<file path="config.mk">
export PLATFORM = sky130hd
export DESIGN_NAME = ifetch32
export DESIGN_NICKNAME = d
export VERILOG_FILES = /design/src/rtl/ifetch32.sv
export SDC_FILE = /design/constraint.sdc
export NUM_CORES = 1
export LEC_CHECK = 0
export ABC_AREA = 0
export BUFFER_PORTS_ARGS = -buffer_cell sky130_fd_sc_hd__buf_2
export CORE_MARGIN = 3
export CORE_UTILIZATION = 53
export CTS_BUF_LIST = sky130_fd_sc_hd__clkbuf_4 sky130_fd_sc_hd__clkbuf_8
export CTS_CLUSTER_SIZE = 40
export DETAILED_ROUTE_END_ITERATION = 12
export GPL_TIMING_DRIVEN = 0
export PLACE_DENSITY_LB_ADDON = 0.3
export SYNTH_ARGS = -nofsm -noshare
export SYNTH_HDL_FRONTEND = slang
export SYNTH_SLANG_ARGS = --single-unit
</file>
<file path="constraint.sdc">
create_clock -name clk -period 3.86 [get_ports clk]
set_input_delay 0.772 -clock clk [delete_from_list [all_inputs] [get_ports clk]]
set_output_delay 0.772 -clock clk [all_outputs]
set_load 0.005 [all_outputs]
</file>
<file path="src/rtl/ifetch32.sv">
// ifetch32: instruction fetch / PC unit feeding the instruction decoder.
// Owns the fetch PC and the fetch/decode pipeline register (ir, ir_pc).
// After a taken branch it squashes the fall-through slot. For BL it
// generates the r14 link write.
// Optional build macro IFETCH_PERF_EN enables the fetch and taken-branch
// performance counters. Without it both counter ports read as zero.
module ifetch32 #(
  parameter logic [31:0] RESET_PC = 32'h0000_0000,
  parameter logic [31:0] PC_INC   = 32'd4
) (
  input  logic        clk,
  input  logic        rst_n,
  input  logic        stall_in,
  output logic [31:0] imem_addr_out,
  input  logic [31:0] imem_rdata_in,
  output logic [31:0] iin_out,
  output logic        ispb_out,
  input  logic        ib_in,
  input  logic [31:0] bv_in,
  input  logic        bl_in,
  output logic [31:0] pc_out,
  output logic        link_we_out,
  output logic [31:0] link_val_out,
  output logic [31:0] perf_fetch_out,
  output logic [31:0] perf_branch_out
);

  logic [31:0] pc;
  logic [31:0] ir;
  logic [31:0] ir_pc;
  logic        squash;

  logic        advance;
  logic        take_branch;
  logic [31:0] pc_next;

  // A branch is honoured only on an advancing edge outside a squash shadow.
  // The decoder already gates ib with ispb; masking it here as well keeps a
  // stray ib from redirecting fetch or writing r14.
  assign advance     = ~stall_in;
  assign take_branch = advance & ib_in & ~squash;

  // Next fetch address: the target uses the PC = instruction + 8 convention.
  // All arithmetic wraps modulo 2^32.
  always_comb begin
    pc_next = pc + PC_INC;
    if (take_branch) begin
      pc_next = ir_pc + 32'd8 + bv_in;
    end
  end

  // Fetch PC and the decode-stage pipeline register.
  // NOTE: sequential state uses non-blocking assignments only, so every flop
  // samples pre-edge values no matter what order the statements are in.
  always_ff @(posedge clk or negedge rst_n) begin
    if (!rst_n) begin
      pc     <= RESET_PC;
      ir     <= '0;
      ir_pc  <= RESET_PC;
      squash <= 1'b0;
    end else if (advance) begin
      pc     <= pc_next;
      ir     <= imem_rdata_in;
      ir_pc  <= pc;
      squash <= take_branch;
    end
  end

  assign imem_addr_out = pc;
  assign iin_out       = ir;
  assign ispb_out      = squash;
  assign pc_out        = ir_pc + 32'd8;
  assign link_we_out   = take_branch & bl_in;
  assign link_val_out  = ir_pc + 32'd4;

`ifdef IFETCH_PERF_EN
  logic [31:0] perf_fetch;
  logic [31:0] perf_branch;

  // Count every advancing edge and every honoured taken branch. Both wrap.
  always_ff @(posedge clk or negedge rst_n) begin
    if (!rst_n) begin
      perf_fetch  <= '0;
      perf_branch <= '0;
    end else if (advance) begin
      perf_fetch <= perf_fetch + 32'd1;
      if (take_branch) begin
        perf_branch <= perf_branch + 32'd1;
      end
    end
  end

  assign perf_fetch_out  = perf_fetch;
  assign perf_branch_out = perf_branch;
`else
  assign perf_fetch_out  = '0;
  assign perf_branch_out = '0;
`endif

endmodule
</file>
# Word-level counts from Yosys, hierarchy flattened
# Index checks and enable logic that the tools add are counted.
# totals
register_bits,97
input_bits,69
output_inout_bits,194
word_cells,14
# op_classes
addsub,4
muxes,1
n_bitwise,5
# ops
operator,count
$add 32x3->32 const B,2
$add 32x32->32,1
$add 32x4->32 const B,1
$mux 32,1
$and 1x1->1,3
$not 1->1,2

# Depth between registers and ports, before layout
# Gate-level depths: netlist (run 1).
# logic_depth
depth_word,4
ltp_mapped,16
ltp_nobuf,14

# Worst setup path after synthesis (run 1)
# No wires, ideal clock.
# synth_path
kind,register -> register
from,reg ir_pc[5]
to,"reg pc[31], in the netlist imem_addr_out[31]"
setup_time_ns,0.094
arrival_ns,3.509
required_time_ns,3.766
setup_slack_ns,0.257
path_stages_with_launch,16
path_buffers,1
period_less_slack_ns,3.603
path_cell_list,dfrtp_1 buf_2 and3_1 and3_1 nor2b_1 nand2_1 nor2_1 xor2_1 ha_1 a21oi_1 o21ai_0 a2111oi_0 o32ai_1 o21ai_0 o21ai_0 a221oi_2
# synth_between
elab_chain_cells,3
# synth_lines
item,line,text
from (decl),30,logic [31:0] ir_pc;
from (signal assigned),64,ir_pc <= pc;
$add 32x4->32,--,
net pc_out[18],21,"output logic [31:0] pc_out,"
$add 32x32->32,48,pc_next = ir_pc + 32'd8 + bv_in;
$mux 32,47,if (take_branch) begin
to (signal assigned),62,pc <= pc_next;
to (decl),28,logic [31:0] pc;
# The timed path passes the listed nets, and every way through them passes these cells.
# A chain may end at the register's enable or synchronous reset.

# Worst setup path in the final report (run 1)
# layout_path
from,reg ir_pc[5]
to,"reg pc[28], in the netlist imem_addr_out[28]"
# layout_between
elab_chain_cells,3
# layout_lines
item,line
$add 32x4->32,48
$add 32x32->32,48
$mux 32,47
# No other way between the ends.

==> results of run 1 <==
[synthesized netlist by cell type, types with 4 or more instances]
library cell  instances  area share (%)
nor2b_1               4            0.33
nor3b_1               5            0.50
nand3_1              35             2.3
buf_2                 6            0.40
nand4_1              24             2.0
mux2_2               63             9.5
o211ai_1              4            0.40
a21o_1               15             1.5
nor2_1               54             2.7
nand2_1              91             4.6
nor3_1               13            0.87
o21ai_0              41             2.7
and3_1               12             1.0
nand2b_1              6            0.50
buf_4                70             7.0
a31oi_1               5            0.42
xnor2_1              59             6.9
dfrtp_1              97              32
nor4_1                9            0.75
buf_1                 9            0.45
ha_1                 37             6.2
a21oi_1              53             3.5
inv_1                 6            0.30
and2_1                6            0.50
clkbuf_1             17            0.85
xor2_1               41             4.8
[final cells by class]
class | count | area share, %
plain buffers | 99 | 6.92
clock buffers | 9 | 1.32
clock inverters | 7 | 0.762
inverters | 6 | 0.241
multi-input cells | 691 | 51.1
flip-flops and latches | 97 | 26.0
well taps | 176 | 2.35
repair buffers | 204 | 11.3
[final timing paths]
path,startpoint,depth (start not counted),slack (ns),end
max in group asynchronous,rst_n,2,2.86,ir_pc[4]
worst max-delay path,ir_pc[5],15,0.11,imem_addr_out[28]
min in group clk,iin_out[2],1,0.51,iin_out[2]
worst min-delay path,rst_n,1,0.32,ir_pc[22]
worst min register to register,iin_out[2],1,0.51,iin_out[2]
worst max register to register,ir_pc[5],15,0.11,imem_addr_out[28]
[worst max-delay path, stage by stage (launching register included)]
cell	delay, ns
dfrtp_1	0.35
clkbuf_4	0.18
and3_4	0.26
nand2_1	0.20
nor2_4	0.16
buf_4	0.14
nand4_1	0.18
nor3_1	0.24
xor2_1	0.15
ha_1	0.47
nand4_1	0.22
or4_1	0.45
a211o_1	0.28
nand3_1	0.12
xnor2_1	0.13
a21oi_1	0.08
[state kept, by name, indices dropped and copies added, names as in the netlist]
name	flops
ispb_out	1
ir_pc	32
imem_addr_out	32
iin_out	32
[kinds of logic after synthesis]
group           count (synthesis)
compound gates                151
xor+xnor                      101
flops                          97
fa+ha+maj                      38
buf+inv                       110
simple gates                  274
other cells                     1
mux                            63
[through the flow]
stage	power (mW)	hold WS [ns]
2_1_floorplan	4.29	0.476
3_3_place_gp	5.57	0.482
3_5_place_dp	5.62	0.480
4_1_cts	6.36	0.321
5_1_grt	6.97	0.332
6_report	6.48	0.317
[metal layers]
layer / vias to the layer above / GRT usage (%) / part of all wire (%)
met1: 3291 / 34.8 / 41
met2: 343 / 45.2 / 48
met3: 22 / 6.00 / 9.8
met5: - / 0 / 0
li1: 3356 / - / -
met4: 0 / 4.85 / 1.3
[where the power goes]
group	switching, mW	internal (mW)
registers	0.521	1.37
clock network	0.404	0.252
logic	2.14	1.79
total	3.07	3.41
[repair_timing]
| item | in CTS | in global routing |
|---|---|---|
| buffers inserted | 1 | 5 |
| pin swaps | 1 | 9 |
| hold endpoints to repair | 0 | 0 |
| setup endpoints to repair | 12 | 11 |
| gates resized for setup | 20 | 26 |
| hold buffers | 0 | 0 |
==> metrics.md, run 1 <==
| Metric | Value |
|---|---|
| Outcome | `finished, final reports clean` |
| Boundary Pins | `263` |
| Largest family of logic cells by synthesized area | `simple AND/OR/NAND/NOR gates` |
| HP Class | `input pin to async pin` |
| RSZ-0062 raised after global routing | `yes` |
| DRC viols | `0` |
| Endpoint class of the critical path | `flop` |
| Adder-cell share of the synthesized area | `6.45%` |
| Synth Area in Compound Gates | `12.5%` |
| DRT iter0 DRCs | `528` |
| Commonest non-fill, non-tap cell in the layout | `buf_2` |
| Drt pass-1 iters | `5` |
| Maximum vdd drop | `0.000515 V` |
| Total CTS buffers | `9` |
| First-pass GRT wire length | `34.1 mm` |
| Number of synthesized flops with an enable pin | `0` |
| Layout cells sized above 1 | `36.6%` |
| Post-synthesis mux area share | `9.48%` |
| Most frequent cells in the layout | `buf_2, dfrtp_1, nand2_1, buf_4, conb_1` |
| Startpoint types | `flop` |
| Effective utilization at floorplan | `55.4%` |
| Total grt overflow | `0` |
| Asr flop ratio synth | `100%` |
| Die width | `125 um` |
| Routability cong. | `0.946` |
| Final net count | `1215` |
| Final ANT Viol Nets | `0` |
| Reg clk slew, reported paths | `0.10 ns` |
| Core outline area | `13500 um2` |
| CTS Root Cell | `clkbuf_8` |
| Final worst slack | `0.110 ns` |
| Critical Path AT | `3.98 ns` |
| Final Hold Fails | `0` |
| Yosys cell types | `62` |
| Flops & latches, synth | `97` |
| Initial antenna violation count | `0` |
| Htree depth | `3` |
| Filler cells | `1149` |
| Final period util | `97.1%` |
| Synth Cell Area | `7490 um2` |
| Post-route cell area | `9350 um2` |
| Row Count | `42` |
| Clk sink count | `97` |
| Synth Area in Simple Gates | `18.1%` |
| Final worst path period need | `3.75 ns` |
| Chip Height | `125 um` |
| WP data required | `4.09 ns` |
| Die area | `15600 um2` |
| Clk_lat worst skew | `0.37 ns` |
| Commonest register cell after synthesis | `dfrtp_1` |
| # diodes | `0` |
| CTS tree | `built` |
| Detailed-route wire length | `21.7 mm` |
| Sequential element share of the synthesized area | `32.4%` |
| Drt wl/cell | `16.8 um` |
| Sum Neg Setup Slack | `0 ns` |
| Final clock skew | `0.0117 ns` |
| Vias per std cell | `5.44` |
| Vias | `7012` |
| Leakage Power | `4.47 nW` |
| Worst-path maximum fanout | `9` |
| Syn-to-layout area delta | `25.0%` |
| P per Cell Area | `692 nW/um2` |
| Worst-Margin Slew | `0.667 ns` |
| Largest net degree at the start of global routing | `70` |
| Total track usage | `26.5%` |
| Number of synthesis warnings | `0` |
| Slew Viols, Final | `0` |
| Number of global-route vias before repair | `6536` |
| Max Cap Viol | `0` |
| Xor/xnor share of the synthesized area | `11.9%` |
| Syn_area_per_cell | `8.97 um2` |
| Area of the multi-input gates | `4780 um2` |
| Post-DP HPWL | `17.0 mm` |
| Pre-CTS WS | `-0.880 ns` |
| Cell Area, Placed | `8960 um2` |
| Reg area | `2430 um2` |
| Placed cells | `1272` |
| Slew margin rel. | `55.2%` |
| Fmax | `267 MHz` |
| Mapped Cells | `835` |
| Crit Path Class | `flop to flop` |
| Post-Layout Cell Count | `1289` |
| Final setup viols | `0` |
| Maximum clock insertion buffer count | `2` |
| Post-layout utilization of the core | `69.3%` |
| PortBufs | `197` |
(Power assumes the default switching activity.)
==> run 2: changes to the inputs <==
--- a/constraint.sdc
+++ b/constraint.sdc
@@ -3,2 +3,2 @@
 set_output_delay 0.772 -clock clk [all_outputs]
-set_load 0.005 [all_outputs]
+set_load 0.02 [all_outputs]
==> run 2 against run 1 <==
Power is 11% higher. Flip-flop and latch count unchanged. Die area is the same. Sequential share of layout area about the same. Worst setup slack improved by 0.0085 ns. Sequential power hardly changed. Largest power group unchanged. Register-to-register slack barely moved. Count of clock-buffer cells in the layout is the same. Clock skew down 0.0066 ns. Wire length up 3.0%. Worst hold slack better by 0.041 ns.
==> metrics.md, run 2 (synthesis gave the netlist of run 1 again) <==
| Metric | Value |
|---|---|
| Row Count | `42 (unchanged)` |
| Startpoint types | `flop` |
| Cells on worst reg2reg path | `15 (unchanged)` |
| Maximum vdd drop | `0.000571 V (+11%)` |
| Post-route cell area | `9340 um2 (-0.12%)` |
| Die width | `125 um (unchanged)` |
| Cell Area, Placed | `8970 um2 (about the same)` |
| Vias per std cell | `5.51 (+1.2%)` |
| Leakage Power | `4.46 nW (-0.21%)` |
| Crit Path Class | `flop to flop` |
| Chip Height | `125 um (unchanged)` |
| Effective utilization at floorplan | `55.4% (unchanged)` |
| Worst-Margin Slew | `0.726 ns (+0.0590 ns)` |
| Buf/Inv on CP | `1 (-1)` |
| Worst-path maximum fanout | `8 (-1)` |
| Final worst path period need | `3.74 ns (-0.00847 ns)` |
| CTS tree | `built` |
| Reg2Reg Launch Point | `ir_pc[5]` |
| Max Cap Viol | `0 (unchanged)` |
| CP delay by family, top | `compound AO/OA/AOI/OAI gates` |
| Drt pass-1 iters | `5 (unchanged)` |
| Final clock skew | `0.00514 ns (-0.00661 ns)` |
| Endpoint class of the critical path | `flop` |
| CTS Hold Bufs | `0 (unchanged)` |
| Clk_lat worst skew | `0.38 ns (about the same)` |
| Pre-CTS WS | `-0.879 ns (+0.000960 ns)` |
| Critical Path AT | `4.05 ns (+0.07 ns)` |
| P per Cell Area | `772 nW/um2 (+11%)` |
| Core outline area | `13500 um2 (unchanged)` |
| Total track usage | `27.3% (+0.83 points)` |
| Commonest non-fill, non-tap cell in the layout | `buf_2` |
| Slew margin rel. | `51.6% (-3.6 points)` |
| Routability cong. | `0.977 (+3.2%)` |
| Final Hold Fails | `0 (unchanged)` |
| Total CTS buffers | `9 (unchanged)` |
| R2r endpoint | `imem_addr_out[31]` |
| Die area | `15600 um2 (unchanged)` |
| Outcome | `finished, final reports clean` |
| Detailed-route wire length | `22.3 mm (+3.0%)` |
| Flop-to-flop setup slack | `0.12 ns (about the same)` |
| Most frequent cells in the layout | `buf_2, dfrtp_1, nand2_1, buf_4, conb_1` |
| Slew Viols, Final | `0 (unchanged)` |
| Reg clk slew, reported paths | `0.10 ns (about the same)` |
| Htree depth | `3 (unchanged)` |
| Vias | `7080 (+0.97%)` |
| DRT iter0 DRCs | `495 (-6.3%)` |
| DRC viols | `0 (unchanged)` |
| Final ANT Viol Nets | `0 (unchanged)` |
| CTS Root Cell | `clkbuf_8` |
| Worst Setup SP | `ir_pc[5]` |
| Total grt overflow | `0 (unchanged)` |
| PortBufs | `197 (unchanged)` |
| Post-DP HPWL | `17.5 mm (+2.8%)` |
| Largest net degree at the start of global routing | `60 (-14%)` |
| Final worst slack | `0.119 ns (+0.00847 ns)` |
| Clk sink count | `97 (unchanged)` |
| Total Power | `7.21 mW (+11%)` |
| # diodes | `0 (unchanged)` |
| Number of global-route vias before repair | `6804 (+4.1%)` |
| First-pass GRT wire length | `34.7 mm (+1.9%)` |
| Final net count | `1213 (-0.16%)` |
| Syn-to-layout area delta | `24.8%` |
| Critical path's slowest cell | `a2111oi_2` |
| Fmax | `267 MHz (+0.23%)` |
| Initial antenna violation count | `0 (unchanged)` |
| Layout cells sized above 1 | `36.8% (+0.28 points)` |
| HP Class | `input pin to async pin` |
| CP peak stage delay | `0.41 ns (-0.06 ns)` |
| Maximum clock insertion buffer count | `2 (unchanged)` |
| Final period util | `96.9% (-0.22 points)` |
| Final setup viols | `0 (unchanged)` |
| CP Cell Sequence | `buf_2 > and3_4 > and3_4 > nor2b_4 > nand2_2 > nor2_2 > xor2_2 > ha_1 > a21oi_1 > o21ai_0 > a2111oi_2 > o32ai_2 > o21ai_2 > o21ai_0 > a221oi_2` |
| Drt wl/cell | `17.4 um (+3.3%)` |
| Boundary Pins | `263 (unchanged)` |
| WP data required | `4.16 ns (+0.07 ns)` |
[run 2: worst reg2reg max path, delay by kind of cell (launching register included)]
family	cells	cell delay, ns
AO/OA/AOI/OAI	7	1.65
AND/OR/NAND/NOR	5	1.02
flip-flops	1	0.33
adder cells (fa/ha/maj)	1	0.31
buffers and inverters	1	0.19
XOR/XNOR	1	0.19
[run 2: per-layer routing]
metal,track usage (%),wire length (um),up-vias
li1,-,-,3347
met1,34.3,8980,3345
met2,47.2,11100,353
met3,6.05,1910,35
met4,7.72,316,0
met5,0,0,-
[run 2: worst max-delay path by stage]
stage | end | slack, ns | depth (start not counted)
final | imem_addr_out[31] | 0.12 | 15
after global routing | imem_addr_out[24] | -0.03 | 15
after CTS | imem_addr_out[28] | 0.001 | 14
after detailed placement | imem_addr_out[31] | -0.88 | 15
after global placement | imem_addr_out[31] | -0.86 | 15
after floorplan | imem_addr_out[25] | 0.06 | 15
[run 2: stage by stage]
step	util (%)	hold WS (ns)	setup TNS, ns	instances
floorplan	-	0.476	0	898
global placement	66.2	0.483	-4.91	1271
detailed placement	66.4	0.488	-5.46	1272
CTS	68.2	0.389	0	1287
global route	69.2	0.399	-0.0672	1286
finish	69.2	0.358	0	1286
[run 2: where the power goes]
part           internal, mW  total (mW)  switching [mW]
logic                  1.82        4.64            2.82
clock network         0.243       0.651           0.408
registers              1.37        1.92           0.550
total                  3.43        7.21            3.78
[run 2: layout make-up]
cell class | count | area, um2
Tap cell | 176 | 220
Buffer | 99 | 644
Sequential cell | 97 | 2430
Inverter | 6 | 22.5
Fill cell | 1142 | 4160
Clock buffer | 9 | 124
Clock inverter | 6 | 51.3
Timing Repair Buffer | 202 | 1050
Multi-Input combinational cell | 691 | 4810
[run 2: repair_timing]
action                                  in CTS  in global routing
endpoints found under the setup margin      13                 10
cloned                                       0                  0
buffers inserted                             1                  3
pin swaps                                    1                  5
gates resized for setup                     17                 32
==> run 3: changes to the inputs <==
Settings changed: CORE_UTILIZATION 53 to 57.
Clock period 3.86 ns to 4.6 ns, I/O delays scaled along.
==> run 3 against run 2 <==
Sequential share of layout area rose by 0.58 points. Global-route usage rose by 1.4 points. Combinational power fell by 19%. First-iteration DRC count fell by 21%. Sequential power fell by 18%. Clock power fell by 18%. Worst hold slack improved by 0.11 ns. Critical path depth did not move. Register-to-register slack improved by 0.05 ns. Largest power group unchanged. Clock skew rose by 0.0058 ns. Die area fell by 6.7%. Worst setup slack improved by 0.052 ns.
==> metrics.md, run 3 (synthesis gave the netlist of run 1 again) <==
| Metric | Value |
|---|---|
| Outcome | `finished, final reports clean` |
| Sum Neg Setup Slack | `0 ns (unchanged)` |
| Buf/Inv on CP | `1 (unchanged)` |
| Routability cong. | `0.965 (-1.3%)` |
| Effective utilization at floorplan | `58.8% (+3.4 points)` |
| Drt wl/cell | `16.6 um (-4.5%)` |
| Final Hold Fails | `0 (unchanged)` |
| Total Power | `5.88 mW (-18%)` |
| Layout cells sized above 1 | `33.2% (-3.6 points)` |
| Reg clk slew, reported paths | `0.10 ns (about the same)` |
| Die area | `14500 um2 (-6.7%)` |
| Htree depth | `3 (unchanged)` |
| PortBufs | `197 (unchanged)` |
| Core outline area | `12700 um2 (-5.8%)` |
| Cell Area, Placed | `8950 um2 (-0.14%)` |
| P per Cell Area | `643 nW/um2 (-17%)` |
| DRC viols | `0 (unchanged)` |
| Worst-Margin Slew | `0.941 ns (+0.215 ns)` |
| Slew Viols, Final | `0 (unchanged)` |
| Endpoint class of the critical path | `flop` |
| Total grt overflow | `0 (unchanged)` |
| Chip Height | `121 um (-3.4%)` |
| Post-route cell area | `9140 um2 (-2.2%)` |
| Worst-path maximum fanout | `8 (unchanged)` |
| CTS tree | `built` |
| Critical path's slowest cell | `a2111oi_0` |
| Worst Setup SP | `ir_pc[5]` |
| Startpoint types | `flop` |
| Final net count | `1214 (+0.082%)` |
| Detailed-route wire length | `21.3 mm (-4.7%)` |
| Boundary Pins | `263 (unchanged)` |
| Total track usage | `28.6% (+1.4 points)` |
| Initial antenna violation count | `0 (unchanged)` |
| CP peak stage delay | `0.52 ns (+0.11 ns)` |
| Clk_lat worst skew | `0.39 ns (about the same)` |
| Fmax | `226 MHz (-16%)` |
| Post-CTS setup buffers | `0 (-1)` |
| Clk sink count | `97 (unchanged)` |
| Final setup viols | `0 (unchanged)` |
| Crit Path Class | `flop to flop` |
| Commonest non-fill, non-tap cell in the layout | `buf_2` |
| WP data required | `4.90 ns (+0.74 ns)` |
| Number of global-route vias before repair | `6544 (-3.8%)` |
| Reg2Reg Launch Point | `ir_pc[5]` |
| CP delay by family, top | `compound AO/OA/AOI/OAI gates` |
| Slew margin rel. | `36.7% (-15 points)` |
| Vias | `6952 (-1.8%)` |
| Final clock skew | `0.0109 ns (+0.00578 ns)` |
| Final ANT Viol Nets | `0 (unchanged)` |
| CTS Hold Bufs | `0 (unchanged)` |
| Post-DP HPWL | `17.0 mm (-2.9%)` |
| Row Count | `41 (-2.4%)` |
| CTS Root Cell | `clkbuf_8` |
| Maximum clock insertion buffer count | `2 (unchanged)` |
| Drt pass-1 iters | `5 (unchanged)` |
| Total CTS buffers | `9 (unchanged)` |
| Die width | `121 um (-3.4%)` |
| HP Class | `input pin to async pin` |
| Final worst path period need | `4.43 ns (+0.688 ns)` |
| Final period util | `96.3% (-0.63 points)` |
| Largest net degree at the start of global routing | `71 (+18%)` |
| DRT iter0 DRCs | `392 (-21%)` |
| CP Cell Sequence | `buf_2 > and3_1 > and3_1 > nor2b_4 > nand2_1 > nor2_1 > xor2_1 > ha_1 > a21oi_1 > o21ai_0 > a2111oi_0 > o32ai_1 > o21ai_1 > o21ai_0 > a221oi_2` |
| Maximum vdd drop | `0.000468 V (-18%)` |
| Syn-to-layout area delta | `22.0%` |
| First-pass GRT wire length | `33.1 mm (-4.6%)` |
| Most frequent cells in the layout | `buf_2, dfrtp_1, nand2_1, buf_4, conb_1` |
| Post-CTS sizing | `1 (-16)` |
| RSZ-0062 raised after global routing | `no` |
| Critical Path AT | `4.73 ns (+0.68 ns)` |
| Vias per std cell | `5.42 (-1.6%)` |
| # diodes | `0 (unchanged)` |
| Leakage Power | `4.38 nW (-1.7%)` |
| Post-layout utilization of the core | `71.8% (+2.6 points)` |
| Max Cap Viol | `0 (unchanged)` |
[run 3: changes by cell type in the layout (fill, tap and decap cells not counted), sizes merged]
cell / delta
clkbuf: +5
clkinv: -1
buf: -4
clkinvlp: +1
[run 3: layout make-up]
| type | count | area (um2) |
|---|---|---|
| Tap cell | 172 | 215 |
| Sequential cell | 97 | 2430 |
| Multi-Input combinational cell | 691 | 4620 |
| Buffer | 104 | 663 |
| Timing Repair Buffer | 198 | 1020 |
| Fill cell | 1047 | 3590 |
| Clock buffer | 9 | 124 |
| Inverter | 6 | 22.5 |
| Clock inverter | 6 | 50.0 |
[run 3: final timing paths]
check	slack, ns	end	cells after the start
max reg2reg	0.17	imem_addr_out[31]	15
min reg2reg	0.51	iin_out[20]	1
max	0.17	imem_addr_out[31]	15
max in group asynchronous	3.45	imem_addr_out[7]	2
min in group clk	0.51	iin_out[20]	1
min	0.46	ir_pc[17]	1
[run 3: metrics by stage]
stage	hold slack [ns]	cells	setup slack, ns
floorplan	0.531	898	0.738
CTS	0.462	1283	0.0251
detailed placement	0.487	1268	-0.121
global placement	0.483	1267	-0.142
finish	0.465	1283	0.170
global route	0.471	1283	0.00199
[run 3: power by group]
group	total, mW	leakage (nW)	switching, mW	internal (mW)
combinational	3.76	3.15	2.31	1.46
clock	0.537	0.0884	0.334	0.203
sequential	1.58	1.14	0.430	1.15
[run 3: per-layer routing]
layer / routed length (um) / part of all wire, % / global-route usage, % / vias up
met1: 8770 / 41 / 36.7 / 3256
met2: 10400 / 49 / 48.3 / 300
met4: 497 / 2.3 / 9.56 / 0
met3: 1610 / 7.6 / 6.03 / 40
li1: - / - / - / 3356
met5: 0 / 0 / 0 / -
